==> config.mk <==
export PLATFORM = sky130hd
export DESIGN_NAME = reg_file
export DESIGN_NICKNAME = d
export VERILOG_FILES = /design/src/rtl/reg_file_pkg.sv /design/src/rtl/reg_file_rd_port.sv /design/src/rtl/reg_file.sv
export SDC_FILE = /design/constraint.sdc
export NUM_CORES = 1
export LEC_CHECK = 0
export CAP_MARGIN = 15
export CORE_MARGIN = 1.5
export CORE_UTILIZATION = 30
export DETAILED_ROUTE_END_ITERATION = 7
export MAX_ROUTING_LAYER = met4
export RECOVER_POWER = 25
export SYNTH_ARGS = -nofsm -noshare
export SYNTH_HDL_FRONTEND = slang
export SYNTH_SLANG_ARGS = --single-unit
==> constraint.sdc <==
create_clock -name clk -period 4.25 [get_ports clk]
set_clock_uncertainty 0.15 [all_clocks]
set_input_delay 0.85 -clock clk [delete_from_list [all_inputs] [get_ports clk]]
set_output_delay 0.85 -clock clk [all_outputs]
set_load 0.05 [all_outputs]
==> src/rtl/reg_file_pkg.sv <==
// Shared sizing helpers, lane-mask type and the lane merge used by the register file
// write path and by every read-port bypass.
package reg_file_pkg;

  localparam int MAX_W = 256;

  typedef logic [MAX_W-1:0] word_t;
  typedef logic [MAX_W-1:0] lane_mask_t;

  function automatic int calc_aw(input int depth);
    return (depth > 1) ? $clog2(depth) : 1;
  endfunction

  function automatic int calc_lanes(input int width, input int lane_w);
    return width / lane_w;
  endfunction

  // Bit i comes from new_w when its lane (i / lane_w) is enabled, otherwise from old_w.
  function automatic word_t merge_lanes(input word_t old_w, input word_t new_w,
                                        input lane_mask_t mask, input int lane_w);
    word_t res;
    logic [7:0] lane;
    res = old_w;
    for (int i = 0; i < MAX_W; i++) begin
      lane = 8'(i / lane_w);
      if (mask[lane]) res[i[7:0]] = new_w[i[7:0]];
    end
    return res;
  endfunction

endpackage

==> src/rtl/reg_file_rd_port.sv <==
// One registered read port: entry select, same-cycle write bypass, zero-entry forcing
// and the rdata/rvalid output flops.
module reg_file_rd_port
  import reg_file_pkg::*;
#(
  parameter int WIDTH    = 8,
  parameter int LANE_W   = 4,
  parameter int DEPTH    = 8,
  parameter int BYPASS   = 1,
  parameter int ZERO_REG = 0,
  localparam int AW      = calc_aw(DEPTH),
  localparam int LANES   = calc_lanes(WIDTH, LANE_W)
) (
  input  logic                   clk,
  input  logic                   reset,
  input  logic                   rd_en,
  input  logic [AW-1:0]          raddr,
  input  logic                   we,
  input  logic [AW-1:0]          waddr,
  input  logic [LANES-1:0]       wmask,
  input  logic [WIDTH-1:0]       wdata,
  input  logic [DEPTH*WIDTH-1:0] mem_flat,
  output logic [WIDTH-1:0]       rdata,
  output logic                   rvalid
);

  logic [WIDTH-1:0] ent [DEPTH];
  logic [WIDTH-1:0] old_p0;
  logic [WIDTH-1:0] next_p0;
  logic             hit_p0;
  logic [WIDTH-1:0] rdata_p1;
  logic             vld_p1;

  for (genvar i = 0; i < DEPTH; i++) begin : g_ent
    assign ent[i] = mem_flat[i*WIDTH +: WIDTH];
  end

  // Stage p0: select entry, merge an in-flight write to the same address, force entry 0
  always_comb begin
    old_p0  = ent[raddr];
    hit_p0  = (BYPASS != 0) && we && (waddr == raddr);
    next_p0 = old_p0;
    if (hit_p0)
      next_p0 = WIDTH'(merge_lanes(word_t'(old_p0), word_t'(wdata), lane_mask_t'(wmask), LANE_W));
    if ((ZERO_REG != 0) && (raddr == '0))
      next_p0 = '0;
  end

  // Stage p1: registered outputs; data holds while no read is requested
  always_ff @(posedge clk) begin
    if (reset) begin
      rdata_p1 <= '0;
      vld_p1   <= 1'b0;
    end else begin
      vld_p1 <= rd_en;
      if (rd_en) rdata_p1 <= next_p0;
    end
  end

  assign rdata  = rdata_p1;
  assign rvalid = vld_p1;

endmodule

==> src/rtl/reg_file.sv <==
// Multi-port register file: DEPTH x WIDTH storage with a lane-masked write port and
// RD_PORTS independent one-cycle read ports.
module reg_file
  import reg_file_pkg::*;
#(
  parameter int WIDTH    = 8,
  parameter int LANE_W   = 4,
  parameter int DEPTH    = 8,
  parameter int RD_PORTS = 2,
  parameter int BYPASS   = 1,
  parameter int ZERO_REG = 0,
  localparam int AW      = calc_aw(DEPTH),
  localparam int LANES   = calc_lanes(WIDTH, LANE_W)
) (
  input  logic                      clk,
  input  logic                      reset,
  input  logic                      we,
  input  logic [AW-1:0]             waddr,
  input  logic [LANES-1:0]          wmask,
  input  logic [WIDTH-1:0]          wdata,
  input  logic [RD_PORTS-1:0]       rd_en,
  input  logic [RD_PORTS*AW-1:0]    raddr,
  output logic [RD_PORTS*WIDTH-1:0] rdata,
  output logic [RD_PORTS-1:0]       rvalid
);

  logic [DEPTH-1:0][WIDTH-1:0] mem;
  logic [DEPTH*WIDTH-1:0]      mem_flat;
  logic [WIDTH-1:0]            wr_merged;
  logic                        wr_ok;

  assign mem_flat  = mem;
  assign wr_merged = WIDTH'(merge_lanes(word_t'(mem[waddr]), word_t'(wdata),
                                        lane_mask_t'(wmask), LANE_W));
  assign wr_ok     = we && !((ZERO_REG != 0) && (waddr == '0));

  // Reset clears the whole array and wins over a concurrent write
  always_ff @(posedge clk) begin
    if (reset)
      mem <= '0;
    else if (wr_ok)
      mem[waddr] <= wr_merged;
  end

  for (genvar p = 0; p < RD_PORTS; p++) begin : g_rd
    reg_file_rd_port #(
      .WIDTH   (WIDTH),
      .LANE_W  (LANE_W),
      .DEPTH   (DEPTH),
      .BYPASS  (BYPASS),
      .ZERO_REG(ZERO_REG)
    ) u_rd_port (
      .clk     (clk),
      .reset   (reset),
      .rd_en   (rd_en[p]),
      .raddr   (raddr[p*AW +: AW]),
      .we      (we),
      .waddr   (waddr),
      .wmask   (wmask),
      .wdata   (wdata),
      .mem_flat(mem_flat),
      .rdata   (rdata[p*WIDTH +: WIDTH]),
      .rvalid  (rvalid[p])
    );
  end

endmodule
==> results.sh <==
export IMPL_peakVddDrop_mv=0.152
export IMPL_setup_viol=0
export IMPL_avgSynthCellArea_um2=9.60
export IMPL_min_period_ns=3.13
export IMPL_vias_per_cell=5.80
export IMPL_netlist_area_leader_share_pct=31.3
export IMPL_maxSlewViolCount=0
export IMPL_drive_gt1_share_pct=18.1
export IMPL_dpl_instance_area_um2=5760
export IMPL_synth_common_cells="82 x dfxtp_1, 58 x nand2_1, 52 x nand3b_1"
export IMPL_nNetsFinal=588
export IMPL_start_util_pct=30.5
export IMPL_fillers=1745
export IMPL_p_leak_uw=0.00203
export IMPL_clock_latency_ns=0.34
export IMPL_critPathCaptureType="flip-flop"
export IMPL_grt_usage_pct=19.5
export IMPL_place_inst=778
export IMPL_cts_tree="done"
export IMPL_fin_area_um2=6060
export IMPL_syn_nets=570
export IMPL_final_hold_violation_count=0
export IMPL_first_global_vias=4491
export IMPL_maxClockFrequency_ghz=0.319
export IMPL_numClockSinks=82
export IMPL_grt_pass1_wl_um=26200
export IMPL_yosysMostFrequentCell="dfxtp_1"
export IMPL_drtIter0Drc=567
export IMPL_hold_path_class="reg -> reg"
export IMPL_area_delta_synth_final_pct=15.5
export IMPL_path_clk_slew_ns=0.06
export IMPL_drt_pass1_iterations=7
export IMPL_vias=4610
export IMPL_fp_dieW_um=135
export IMPL_route_detailed_drc=0
export IMPL_synth_area_um2=5240
export IMPL_synth_cell_type_count=51
export IMPL_routabilityCongestion=0.847
export IMPL_slew_headroom_pct=34.4
export IMPL_cts_root_buf="clkbuf_16"
export IMPL_synth_ff_type="dfxtp_1"
export IMPL_cts_setup_buffers=0
export IMPL_netlist_top_cells_area="dfxtp_1 31%, mux4_2 14%, nand3b_1 7.4%"
export IMPL_synth_edf_count=0
export IMPL_dp_hpwl_um=11400
export IMPL_path_class="in -> reg"
export IMPL_port_buffer_count=41
export IMPL_cp_start_kind="input pin"
export IMPL_crit_path_max_fanout=18
export IMPL_ctsResizeCount=0
export IMPL_critPathMaxStageDelay_ns=0.81
export IMPL_cts_hold_buffers=0
export IMPL_wl_per_cell_um=21.1
export IMPL_rrSetupSlack_ns=2.39
export IMPL_io_pin_count=42
export IMPL_rows=48
export IMPL_die_area_um2=18300
export IMPL_rsz0062_at_grt="no"
export IMPL_drv_cap=0
export IMPL_outcome="finished clean"
export IMPL_fp_dieH_um=135
export IMPL_fin_cells=795
export IMPL_cts_htree_levels=3
export IMPL_worst_pin_slew_ns=0.978
export IMPL_async_flop_share_pct=0
export IMPL_grt_max_degree=34
export IMPL_yosysSeqAreaShare_pct=31.3
export IMPL_core_um2=17200
export IMPL_grt_overflow=0
export IMPL_slowest_stage="a211oi_1"
export IMPL_synthCells=546
export IMPL_synth_seq_cells=82
export IMPL_cts_buffers=9
export IMPL_path_cells="dlygate4sd3_1, buf_4, or2_2, o21bai_1, a211oi_1, o21ai_1"
export IMPL_required_ns=4.29
export IMPL_antenna_found_initial=1
export IMPL_ant_nets=0
export IMPL_routed_wl_um=16800
export IMPL_synth_largest_area_cell="dfxtp_1"
export IMPL_clock_path_buffers=2
export IMPL_synth_yosys_warnings=0
export IMPL_p_per_area_nw_per_um2=318
export IMPL_arrival_ns=3.17
export IMPL_setup_tns_ns=0
export IMPL_fin_crit_sh_pct=73.7
-- power breakdown --
group	leakage [uW]	internal, uW	switching, uW
clock	0.000152	476	319
sequential	0.000666	793	18.3
combinational	0.00122	122	198
total	0.00203	1390	536
-- cells in the final DEF, fill, tap and decap left out, types with 13 or more instances in the layout --
| cell type | instances |
|---|---|
| nand2b_1 | 24 |
| mux4_2 | 33 |
| or3b_2 | 16 |
| nand2_1 | 58 |
| mux2i_1 | 13 |
| o311ai_1 | 14 |
| clkdlybuf4s50_1 | 20 |
| o21ai_1 | 28 |
| buf_4 | 16 |
| dlygate4sd3_1 | 20 |
| o31ai_1 | 14 |
| dfxtp_1 | 82 |
| o21ai_0 | 27 |
| inv_1 | 17 |
| nand3b_1 | 52 |
| o2111ai_1 | 16 |
-- cells by family after synthesis --
family | Yosys count | synth area share [%]
AND/OR/NAND/NOR | 190 | 21.8
AO/OA/AOI/OAI | 146 | 20.5
flip-flops | 82 | 31.3
buffers and inverters | 68 | 6.90
multiplexers | 54 | 18.4
XOR/XNOR | 6 | 1.00
-- worst paths after layout --
path	cells after the start	endpoint	startpoint
worst max-delay path	6	mem[39]	waddr[0]
worst min-delay path	2	mem[40]	mem[40]
worst max register to register	4	mem[39]	mem[31]
worst min register to register	2	mem[40]	mem[40]
-- routing by layer --
| layer | global-route usage (%) | up-vias | share of wire [%] |
|---|---|---|---|
| li1 | - | 2113 | - |
| met1 | 25.4 | 2237 | 44 |
| met2 | 29.8 | 232 | 45 |
| met3 | 3.89 | 28 | 8.3 |
| met4 | 7.41 | 0 | 2.5 |
| met5 | - | - | 0 |
-- state kept, by name, indices dropped and copies added, names as in the netlist --
register and cells:
g_rd.u_rd_port.rdata 16, g_rd.u_rd_port.rvalid 2, mem 64
-- metrics by stage --
stage / total power, uW / worst slack, ns / hold WS (ns) / utilization [%]
final: 1930 / 1.12 / 0.340 / 35.3
after global routing: 1990 / 1.01 / 0.373 / 35.3
after CTS: 1930 / 1.31 / 0.338 / 35.3
after detailed placement: 1150 / 0.948 / 0.330 / 33.5
after global placement: 1140 / 0.949 / 0.319 / 33.5
after floorplan: 1050 / 1.88 / 0.302 / -
-- critical path, delay by kind of cell --
family	cells	cell delay (ns)
AO/OA/AOI/OAI	3	1.04
AND/OR/NAND/NOR	1	0.16
buffers and inverters	2	1.11
-- cell type report --
class | count | area (um^2) | share of cell area [%]
Tap cell | 225 | 282 | 4.65
Timing Repair Buffer | 58 | 529 | 8.74
Antenna cell | 1 | 2.50 | 0.0413
Clock inverter | 1 | 5.00 | 0.0826
Multi-Input combinational cell | 396 | 3240 | 53.4
Sequential cell | 82 | 1640 | 27.1
Clock buffer | 15 | 298 | 4.92
Inverter | 17 | 63.8 | 1.05
No activity file was read; power rests on OpenSTA's default activity.
